--- src/rtl/psg_pkg.sv ---
// Shared types and helpers for the PSG stereo mixer.
// Holds the stereo mode enum, mix/output widths, the per-CE mix and the 16-bit saturator.
package psg_pkg;

  localparam int MIX_W = 10;
  localparam int OUT_W = 16;
  localparam int DC_W  = 18;

  typedef enum logic [1:0] {
    MONO = 2'd0,
    ABC  = 2'd1,
    ACB  = 2'd2
  } stereo_mode_t;

  typedef struct packed {
    logic [MIX_W-1:0] l;
    logic [MIX_W-1:0] r;
  } mix_t;

  // Code 3 is not enumerated and falls back to mono.
  function automatic mix_t mix_lr(
    input logic [1:0] mode,
    input logic [7:0] a,
    input logic [7:0] b,
    input logic [7:0] c
  );
    logic [MIX_W-1:0] ea, eb, ec;
    mix_t m;
    ea = {2'b00, a};
    eb = {2'b00, b};
    ec = {2'b00, c};
    m.l = ea + eb + ec;
    m.r = ea + eb + ec;
    unique case (1'b1)
      (mode == ABC): begin
        m.l = (ea << 1) + eb;
        m.r = (ec << 1) + eb;
      end
      (mode == ACB): begin
        m.l = (ea << 1) + ec;
        m.r = (eb << 1) + ec;
      end
      default: ;
    endcase
    return m;
  endfunction

  function automatic logic [OUT_W-1:0] sat16(
    input logic signed [DC_W-1:0] v
  );
    logic [OUT_W-1:0] s;
    s = v[OUT_W-1:0];
    if (v[DC_W-1:OUT_W-1] != '0 &&
        v[DC_W-1:OUT_W-1] != '1) begin
      s = v[DC_W-1] ? 16'h8000 : 16'h7FFF;
    end
    return s;
  endfunction

endpackage

--- src/rtl/psg_dc_blocker.sv ---
// One-pole DC blocker: y = x - x' + y' - (y' >>> 8), 18-bit math, 16-bit saturated.
// Ports: CLK, RESET (sync, high), in_valid, x[15:0] -> out_valid, y[15:0] (held).
module psg_dc_blocker
  import psg_pkg::*;
(
  input  logic             CLK,
  input  logic             RESET,
  input  logic             in_valid,
  input  logic [OUT_W-1:0] x,
  output logic             out_valid,
  output logic [OUT_W-1:0] y
);

  logic [OUT_W-1:0] xp_q, xp_d;
  logic [OUT_W-1:0] y_q, y_d;
  logic             ov_q, ov_d;

  logic signed [DC_W-1:0] xe, pe, ye, yn;

  assign xe = {{(DC_W-OUT_W){x[OUT_W-1]}}, x};
  assign pe = {{(DC_W-OUT_W){xp_q[OUT_W-1]}}, xp_q};
  assign ye = {{(DC_W-OUT_W){y_q[OUT_W-1]}}, y_q};
  assign yn = xe - pe + ye - (ye >>> 8);

  always_comb begin
    ov_d = in_valid;
    xp_d = xp_q;
    y_d  = y_q;
    if (in_valid) begin
      xp_d = x;
      y_d  = sat16(yn);
    end
  end

  always_ff @(posedge CLK) begin
    if (RESET) begin
      ov_q <= 1'b0;
      xp_q <= '0;
      y_q  <= '0;
    end else begin
      ov_q <= ov_d;
      xp_q <= xp_d;
      y_q  <= y_d;
    end
  end

  assign out_valid = ov_q;
  assign y         = y_q;

endmodule

--- src/rtl/psg_stereo_mixer.sv ---
// Mixes three PSG channels to stereo, box-filters over 2**DECIM_LOG2 CEs, emits 16-bit L/R.
// Ports: CLK, RESET, CE, CH_A/B/C[7:0], STEREO_MODE[1:0] -> SAMPLE_VALID, LEFT, RIGHT.
// Option PSG_DC_BLOCK_EN adds a DC blocker per channel (one extra CLK of latency).
module psg_stereo_mixer
  import psg_pkg::*;
#(
  parameter int DECIM_LOG2 = 3
) (
  input  logic             CLK,
  input  logic             RESET,
  input  logic             CE,
  input  logic [7:0]       CH_A,
  input  logic [7:0]       CH_B,
  input  logic [7:0]       CH_C,
  input  logic [1:0]       STEREO_MODE,
  output logic             SAMPLE_VALID,
  output logic [OUT_W-1:0] LEFT,
  output logic [OUT_W-1:0] RIGHT
);

  localparam int AW  = MIX_W + DECIM_LOG2;
  // A 1-bit counter pinned at 0 covers DECIM_LOG2 = 0.
  localparam int CW  = (DECIM_LOG2 == 0) ? 1 : DECIM_LOG2;
  localparam logic [CW-1:0] LAST = CW'((1 << DECIM_LOG2) - 1);
  localparam int PAD = OUT_W - 1 - MIX_W;

  logic [AW-1:0]    acc_l_q, acc_l_d;
  logic [AW-1:0]    acc_r_q, acc_r_d;
  logic [CW-1:0]    cnt_q, cnt_d;
  logic             vld_q, vld_d;
  logic [OUT_W-1:0] xl_q, xl_d;
  logic [OUT_W-1:0] xr_q, xr_d;

  mix_t          mix;
  logic [AW-1:0] sum_l, sum_r;
  logic          last;

  assign mix   = mix_lr(STEREO_MODE, CH_A, CH_B, CH_C);
  assign sum_l = acc_l_q + AW'(mix.l);
  assign sum_r = acc_r_q + AW'(mix.r);
  assign last  = (cnt_q == LAST);

  always_comb begin
    acc_l_d = acc_l_q;
    acc_r_d = acc_r_q;
    cnt_d   = cnt_q;
    vld_d   = 1'b0;
    xl_d    = xl_q;
    xr_d    = xr_q;
    if (CE) begin
      vld_d   = last;
      cnt_d   = last ? '0 : cnt_q + CW'(1);
      acc_l_d = last ? '0 : sum_l;
      acc_r_d = last ? '0 : sum_r;
      // Top MIX_W bits of the window sum are the average.
      if (last) begin
        xl_d = {1'b0, sum_l[AW-1 -: MIX_W], {PAD{1'b0}}};
        xr_d = {1'b0, sum_r[AW-1 -: MIX_W], {PAD{1'b0}}};
      end
    end
  end

  always_ff @(posedge CLK) begin
    if (RESET) begin
      acc_l_q <= '0;
      acc_r_q <= '0;
      cnt_q   <= '0;
      vld_q   <= 1'b0;
      xl_q    <= '0;
      xr_q    <= '0;
    end else begin
      acc_l_q <= acc_l_d;
      acc_r_q <= acc_r_d;
      cnt_q   <= cnt_d;
      vld_q   <= vld_d;
      xl_q    <= xl_d;
      xr_q    <= xr_d;
    end
  end

`ifdef PSG_DC_BLOCK_EN
  logic ov_l, ov_r;

  psg_dc_blocker u_dc_l (
    .CLK       (CLK),
    .RESET     (RESET),
    .in_valid  (vld_q),
    .x         (xl_q),
    .out_valid (ov_l),
    .y         (LEFT)
  );

  psg_dc_blocker u_dc_r (
    .CLK       (CLK),
    .RESET     (RESET),
    .in_valid  (vld_q),
    .x         (xr_q),
    .out_valid (ov_r),
    .y         (RIGHT)
  );

  assign SAMPLE_VALID = ov_l & ov_r;
`else
  assign SAMPLE_VALID = vld_q;
  assign LEFT         = xl_q;
  assign RIGHT        = xr_q;
`endif

endmodule
--- config.mk ---
export PLATFORM = sky130hd
export DESIGN_NAME = psg_stereo_mixer
export DESIGN_NICKNAME = d
export VERILOG_FILES = /design/src/rtl/psg_pkg.sv /design/src/rtl/psg_dc_blocker.sv /design/src/rtl/psg_stereo_mixer.sv
export SDC_FILE = /design/constraint.sdc
export NUM_CORES = 1
export LEC_CHECK = 0
export ABC_AREA = 1
export BUFFER_PORTS_ARGS = -buffer_cell sky130_fd_sc_hd__buf_4
export CAP_MARGIN = 15
export CORE_MARGIN = 2
export CORE_UTILIZATION = 45
export CTS_CLUSTER_SIZE = 28
export DETAILED_ROUTE_END_ITERATION = 10
export GPL_ROUTABILITY_DRIVEN = 0
export PLACE_DENSITY = 0.74
export SLEW_MARGIN = 20
export SYNTH_ARGS = -nofsm -noshare
export SYNTH_HDL_FRONTEND = slang
export SYNTH_SLANG_ARGS = --single-unit
--- constraint.sdc ---
create_clock -name CLK -period 5.2 [get_ports CLK]
set_input_delay 0.52 -clock CLK [delete_from_list [all_inputs] [get_ports CLK]]
set_output_delay 0.52 -clock CLK [all_outputs]
set_load 0.01 [all_outputs]
==> results.md, run 1 <==
- OpenSTA, run right after detailed placement, puts the worst setup slack at 1.25 ns.
- Once detailed placement completed, the half-perimeter wirelength came to 10500 um.
- The via count of the first global-routing pass was 4785.
- The routed layout has 5245 vias.
- The clock net sink count is 50.
- The final hold violation count is 0.
- 62 I/O pins were placed.
- IR analysis of the VDD net gives a maximum drop of 183 uV.
- The number of design-rule violations left by the first detailed-router iteration is 327.
- Once layout is complete, the cells apart from fillers number 1036.
- The number of synthesized register bits is 50.
- The worst hold-check path type is primary input to flop.
- The worst path uses 71.7% of the clock period.
- From bottom edge to top edge, the die measures 112 um.
- Entering global routing, the biggest net connects 49 pins.
- Global routing used 21.3% of the available tracks.
- Counting stages on the worst path, the most repeated cell is sky130_fd_sc_hd__nand2_1.
- Setup slack on the critical path of the routed design comes to 1.47 ns.
- STA puts the critical path data required time at 5.40 ns.
- The top cell family by delay on the critical path is adder cells.
- Measured along the x axis, the die boundary spans 112 um.
- Using the TritonRoute via totals, the vias-per-cell ratio works out to 5.06.
- The share of layout cells above drive strength 1 is 7.50%.
- The power density of the placed cells is 294 nW/um2.
- For this run, the post-layout net count is 990.
- The deepest level of the CTS H-tree is 2.
- Sequential cells were found to cover 19.1% of the synthesized design area.
- The number of hold buffers added after CTS was 0.
- The number of buffers and inverters on the critical path is 6.
- The area overhead of the layout relative to synthesis is 10.9%.
- Setup repair after global routing left no endpoint under its margin.
- STA classifies the critical path endpoint as a flop.
- The cell area that synthesis handed to floorplanning was 5240 um2.
- Between clock sinks in the finished design, the worst skew comes to 0.00774 ns.
- The largest stage delay on the critical path is 0.40 ns.
- The first TritonRoute pass finished after 5 iterations.
- Once placement completed, the tool counted placed cells totaling 1028.
- The most common cell after layout, fill and taps aside is sky130_fd_sc_hd__nand2_1.
- The mean cell area of the mapped netlist is 6.13 um2.
- The run finished with clean final reports.
- The clock tree root driver cell is sky130_fd_sc_hd__clkbuf_16.
- The number of standard cells after synthesis is 855.
- For this run, the number of Yosys warnings is 0.
- The core region is 11400 um2.
- The clock reaches the later pin of the worst-skew pair after 0.30 ns.
- The floorplan has 39 rows.
- In this run the static leakage power is 3.29 nW.
- After detailed routing, the number of remaining DRC violations is 0.
- TritonCTS built the clock tree.
- The async set or reset register ratio after synthesis is 0%.
- The post-synthesis cell type count is 35.
- The category of the critical setup timing path is primary input to flop.
- The total congestion overflow is 0.
- The initial utilization of the core area, before any placement, comes to 46.1%.
- The residual antenna-violating net count after detailed routing is 0.
- The total negative slack for setup checks is 0 ns.
- The top cell types in the final layout, fill and taps aside, are 256 x sky130_fd_sc_hd__nand2_1, 147 x sky130_fd_sc_hd__inv_1, 80 x sky130_fd_sc_hd__nor2_1, 58 x sky130_fd_sc_hd__nand3_1.
- The count of buffers added by post-CTS timing repair for setup is 0.
- The first global-routing pass estimated 22200 um of wire.
- The synthesized design contains 0 enable-type register cells.
- The initial antenna violation count was 0.
- The prevailing post-synth register cell is sky130_fd_sc_hd__dfxtp_1.
- The number of max-cap violations is 0.
- TritonCTS created 5 clock buffers.
- The setup-violating endpoint count in the final report is 0.
- For this design, the slowest cell found on the critical path is sky130_fd_sc_hd__ha_1.
- The maximum fanout encountered on the critical timing path is 11.
- No sink is reached through more buffers than the 2 on the longest clock path.
- The average detailed-routed wire length per instance is 12.7 um.
- The floorplan step defined a die boundary enclosing 12500 um2.
- The critical path data arrival time is 3.93 ns.
- The time the final worst path needs with I/O delays and setup is 3.73 ns.
- The number of max-slew violations in the final report is 0.
- The critical path startpoint category is a primary input.
- The number of antenna cells inserted is 0.
- The total power is 1.71 mW.
- In this run the tool buffered the top-level ports with 49 buffer cells.
- The signal on the critical path passes through buf_4 -> inv_1 -> ha_1 -> inv_1 -> nand2_1 -> nand2_1 -> ha_1 -> a21oi_1 -> inv_1 -> nand2_1 -> nand3_1 -> nand2_1 -> nand2_1 -> nand3_1 -> a21boi_0 -> ha_1 -> nand2_1 -> inv_1 -> a21boi_0 -> nand4_1 -> nand2_1 -> nand2_1 -> nand2_1 -> inv_1.
- The clock-pin transition on the worst setup and hold timing paths is 0.07 ns.
- The post-route core utilization is 51.1%.
- The relative slew slack is 30.1%.
- At the pin with the least slew margin, the transition time is 1.05 ns.
- The post-detailed-routing wire length is 13100 um.
- The post-cts gate resize count is 0.
- The fmax is 268 MHz.
[cells by family (layout without fill, tap and decap cells)]
family          count (synthesis)  after routing  synth area share [%]
simple gates                  427            427                  33.7
buf+inv                       180            207                  14.1
compound gates                112            112                  11.8
fa+ha+maj                      69             69                  18.5
flops                          50             50                  19.1
xor+xnor                       15             15                  2.51
other cells                     1             12                0.0715
mux                             1              1                 0.215
[through the flow]
| stage | hold slack, ns | cell area [um2] |
|---|---|---|
| floorplan | 0.445 | 5280 |
| detailed placement | 0.462 | 5660 |
| global placement | 0.459 | 5660 |
| global route | 0.433 | 5810 |
| finish | 0.429 | 5810 |
| CTS | 0.426 | 5810 |
[synth_stat cells, types with 2 or more instances]
library cell                number  area (um2)
sky130_fd_sc_hd__a21oi_1        55         275
sky130_fd_sc_hd__inv_2           2        7.51
sky130_fd_sc_hd__nand3b_1        3        22.5
sky130_fd_sc_hd__o21a_1          3        22.5
sky130_fd_sc_hd__a221o_1         2        20.0
sky130_fd_sc_hd__xor2_1         12         105
sky130_fd_sc_hd__nand4_1        22         138
sky130_fd_sc_hd__buf_2           7        35.0
sky130_fd_sc_hd__o21ai_0        37         185
sky130_fd_sc_hd__nand3_1        58         290
sky130_fd_sc_hd__nor2_1         80         300
sky130_fd_sc_hd__buf_1           2        7.51
sky130_fd_sc_hd__dfxtp_1        50        1000
sky130_fd_sc_hd__nand2_1       256         961
sky130_fd_sc_hd__ha_1           55         688
sky130_fd_sc_hd__a2bb2oi_1       2        17.5
sky130_fd_sc_hd__fa_1           14         280
sky130_fd_sc_hd__xnor2_1         3        26.3
sky130_fd_sc_hd__buf_4          14         105
sky130_fd_sc_hd__a21boi_0        4        30.0
sky130_fd_sc_hd__a21o_1          2        15.0
sky130_fd_sc_hd__inv_1         147         552
sky130_fd_sc_hd__nand3_2         2        20.0
sky130_fd_sc_hd__nand2_2         3        18.8
sky130_fd_sc_hd__clkbuf_1        8        30.0
sky130_fd_sc_hd__o211ai_1        3        22.5
[area by class of cell]
class | count | area, um2
clock inverter | 2 | 16.3
tap | 143 | 179
timing repair buffer | 50 | 375
fill | 1194 | 5560
clock buffer | 6 | 139
sequential | 50 | 1000
multi-input combinational | 636 | 3540
inverter | 149 | 559
[flip-flops by register name, summed over array words and instances, names as in the netlist]
name and count:
acc_r_q 13, RIGHT 10, SAMPLE_VALID 1, acc_l_q 13, LEFT 10, cnt_q 3
[power breakdown]
part / switching, mW / total [mW] / internal [mW]
clock: 0.154 / 0.348 / 0.194
combinational: 0.582 / 0.903 / 0.321
sequential: 0.0295 / 0.457 / 0.427
[metal layers]
| layer | up-vias | share of wire (%) | GRT usage, % |
|---|---|---|---|
| met3 | 20 | 4.1 | 3.54 |
| met4 | 0 | 1.6 | 4.77 |
| li1 | 2760 | - | - |
| met5 | - | 0 | 0 |
| met1 | 2357 | 48 | 29.3 |
| met2 | 108 | 46 | 35.2 |
[path summary, 6_finish.rpt]
check             depth (start not counted)  slack, ns                      end                     from
setup / recovery                         24       1.47    LEFT[13]$_SDFFE_PP0P_           STEREO_MODE[0]
hold / removal                            2       0.43    cnt_q[0]$_SDFFE_PP0P_                       CE
setup reg to reg                          7       2.98     LEFT[7]$_SDFFE_PP0P_    cnt_q[0]$_SDFFE_PP0P_
hold reg to reg                           2       0.47  acc_r_q[4]$_SDFFE_PP0P_  acc_r_q[4]$_SDFFE_PP0P_
(Power assumes the default switching activity.)
==> run 2: changes to the inputs <==
clock period = 3.8 ns   (was 5.2 ns; I/O delays follow)
==> results.md, run 2 (synthesis results as in run 1) <==
- The flow ran to the end, and the final reports show no timing, DRC or antenna violations.
- The via count of the first global-routing pass is 4856.
- The switching power is 1.05 mW.
- The largest registers in the layout are acc_l_q: 13 flops, acc_r_q: 13 flops.
- Power spread over the standard cell area amounts to 399 nW/um2.
- The slew at the pin with the worst max-slew slack is 1.02 ns.
- In this run the static leakage power is 3.32 nW.
- For this block, the initial DRC count from the detailed router was 325.
- Across the run, the number of max-cap violations was 0.
- The initialized floorplan defines 39 standard-cell rows.
- TritonCTS built the clock tree.
- The worst register-to-register path begins at cnt_q[0]$_SDFFE_PP0P_.
- After detailed placement, the design holds a cell count of 1032.
- The combinational share of power is 52.7%.
- The initial antenna violation count is 0.
- The most common cell after layout, fill and taps aside is sky130_fd_sc_hd__nand2_1.
- 0 antenna diodes ended up in the layout.
- The x dimension of the die is 112 um.
- The via count of the routed design is 5290.
- Setup violations remaining at the end of the flow were counted as 0.
- The global-route wire length before repair is 22300 um.
- The time the final worst path needs with I/O delays and setup is 3.45 ns.
- The clock net sink count is 50.
- The number of buffers added by the clock tree synthesis step is 5.
- The sort of element at the end of the critical path is a flop.
- The most frequent cell on the critical path is sky130_fd_sc_hd__nand2_1.
- The reg2reg setup slack is 1.52 ns.
- The clock-pin transition on the worst setup and hold timing paths is 0.07 ns.
- IR analysis of the VDD net gives a maximum drop of 205 uV.
- The area growth from synthesis to layout is 11.5%.
- The depth of the worst register-to-register path is 8.
- The endpoint identified for the worst register-to-register timing path is LEFT[9]$_SDFFE_PP0P_.
- The maximum fanout encountered on the critical timing path is 4.
- The most critical setup path has its startpoint at CH_B[1].
- The switching share of power is 45.1%.
- The share of layout cells above drive strength 1 is 7.92%.
- The tree is rooted in a sky130_fd_sc_hd__clkbuf_16.
- The fraction of power consumed by the clock network is 20.4%.
- In this run the deepest clock path goes through 2 buffers.
- The largest individual stage delay along the critical path comes from the cell sky130_fd_sc_hd__fa_1.
- The total routing resource utilization after global routing is 21.2%.
- The most critical setup path has its endpoint at RIGHT[13]$_SDFFE_PP0P_.
- The routed via count divided by cell count is 5.09.
- The non-filler instance count after layout is 1040.
- In the routed design, unresolved DRC markers number 0.
- For the worst setup path, the data required time is 4.00 ns.
- The fmax is 290 MHz.
- During I/O placement, the number of pins put on the boundary was 62.
- Entering global routing, the biggest net connects 49 pins.
- The worst pin sits at a relative slew slack of 32.1%.
- In this run the standard cell core region covers 11400 um2.
- The later-pin clock latency in the skew report is 0.30 ns.
- The fraction of the cycle the final worst path needs is 90.9%.
- The category of the critical setup timing path is primary input to flop.
- Summed over all layers, the global routing overflow is 0.
- The height of the die is 112 um.
- Before antenna repair, the detailed router went through 5 iterations.
- The fraction of power consumed by sequential logic is 26.8%.
- The die footprint is 12500 um2.
- After detailed routing, the average wire length per cell comes to 12.7 um.
- The critical path startpoint category is a primary input.
- The top cell types in the final layout, fill and taps aside, are 256 x sky130_fd_sc_hd__nand2_1, 147 x sky130_fd_sc_hd__inv_1, 80 x sky130_fd_sc_hd__nor2_1, 58 x sky130_fd_sc_hd__nand3_1.
- The deepest level of the CTS H-tree is 2.
- The count of input and output buffers is 49.
- The final layout contains routed wiring with a total length of 13200 um.
- The final hold violation count was 0.
- The critical path data arrival time is 3.65 ns.
- The number of max-slew violations in the final report is 0.
- The number of nets in the final layout is 994.
- The hold-fix buffer count after cts is 0.
- The residual antenna-violating net count after detailed routing is 0.
- For the final database, setup skew stands at 0.0120 ns.
- Measured on the finished design, the core utilization comes to 51.4%.
- On the worst path, the slowest cell contributes a delay of 0.44 ns.
- In this run the worst hold path is classified as primary input to flop.
- The wire-length estimate of the detail-placed layout is 10600 um.
- Cell internal power was estimated by the tool at 1.28 mW.
- Setup repair after global routing left no endpoint under its margin.
- The initial utilization of the core area, before any placement, comes to 46.1%.
- After routing, the total negative slack on setup checks comes to 0 ns.
run 2: changes by cell type in the layout (fill, tap and decap cells not counted), sizes merged:
| cell | delta |
|---|---|
| buf | +4 |
| clkbuf | -1 |
| clkinv | +1 |
| clkinvlp | -1 |
| inv | +1 |
run 2: per-layer routing:
layer	share of wire (%)	GRT usage, %
met1	48	29.4
met2	45	35.7
met3	4.7	2.45
met4	1.5	4.61
met5	0	0
run 2: per-stage QoR:
step                      power (mW)  area, um2  hold WS, ns  worst slack [ns]
after floorplan                 1.56       5280        0.445             0.598
final                           2.33       5840        0.284             0.347
after CTS                       2.32       5840        0.283             0.316
after global placement          1.84       5690        0.460            0.0667
after global routing            2.53       5840        0.309            0.0204
after detailed placement        1.85       5690        0.464            0.0225
run 2: area by class of cell:
| cell class | instances | area (um2) |
|---|---|---|
| Fill cell | 1173 | 5530 |
| Multi-Input combinational cell | 636 | 3540 |
| Sequential cell | 50 | 1000 |
| Inverter | 149 | 559 |
| Timing Repair Buffer | 54 | 405 |
| Tap cell | 143 | 179 |
| Clock buffer | 5 | 125 |
| Clock inverter | 3 | 28.8 |
run 2: critical path: cells and delay by family:
family | cells | cell delay, ns
AO/OA/AOI/OAI | 1 | 0.12
XOR/XNOR | 1 | 0.12
adder cells (fa/ha/maj) | 4 | 1.38
buffers and inverters | 8 | 0.66
AND/OR/NAND/NOR | 12 | 0.98
run 2: worst min-delay path by stage:
stage | from | endpoint | slack (ns) | cells after the start
final | CE | cnt_q[0]$_SDFFE_PP0P_ | 0.28 | 2
after global routing | CE | cnt_q[0]$_SDFFE_PP0P_ | 0.31 | 2
after CTS | CE | cnt_q[0]$_SDFFE_PP0P_ | 0.28 | 2
after detailed placement | acc_l_q[3]$_SDFFE_PP0P_ | acc_l_q[3]$_SDFFE_PP0P_ | 0.46 | 2
after global placement | acc_l_q[0]$_SDFFE_PP0P_ | acc_l_q[0]$_SDFFE_PP0P_ | 0.46 | 2
after floorplan | cnt_q[0]$_SDFFE_PP0P_ | cnt_q[0]$_SDFFE_PP0P_ | 0.45 | 1
run 2: power groups by stage:
stage / sequential, mW / combinational (mW) / clock [mW]
global placement: 0.636 / 1.20 / 0
detailed placement: 0.635 / 1.21 / 0
floorplan: 0.625 / 0.937 / 0
finish: 0.625 / 1.23 / 0.476
CTS: 0.625 / 1.22 / 0.480
global route: 0.632 / 1.40 / 0.502
run 2: what timing repair did:
item | in CTS | in global routing
setup buffers | 0 | 0
setup endpoints to repair | 0 | 1
hold endpoints to repair | 0 | 0
gates resized for setup | 0 | 1
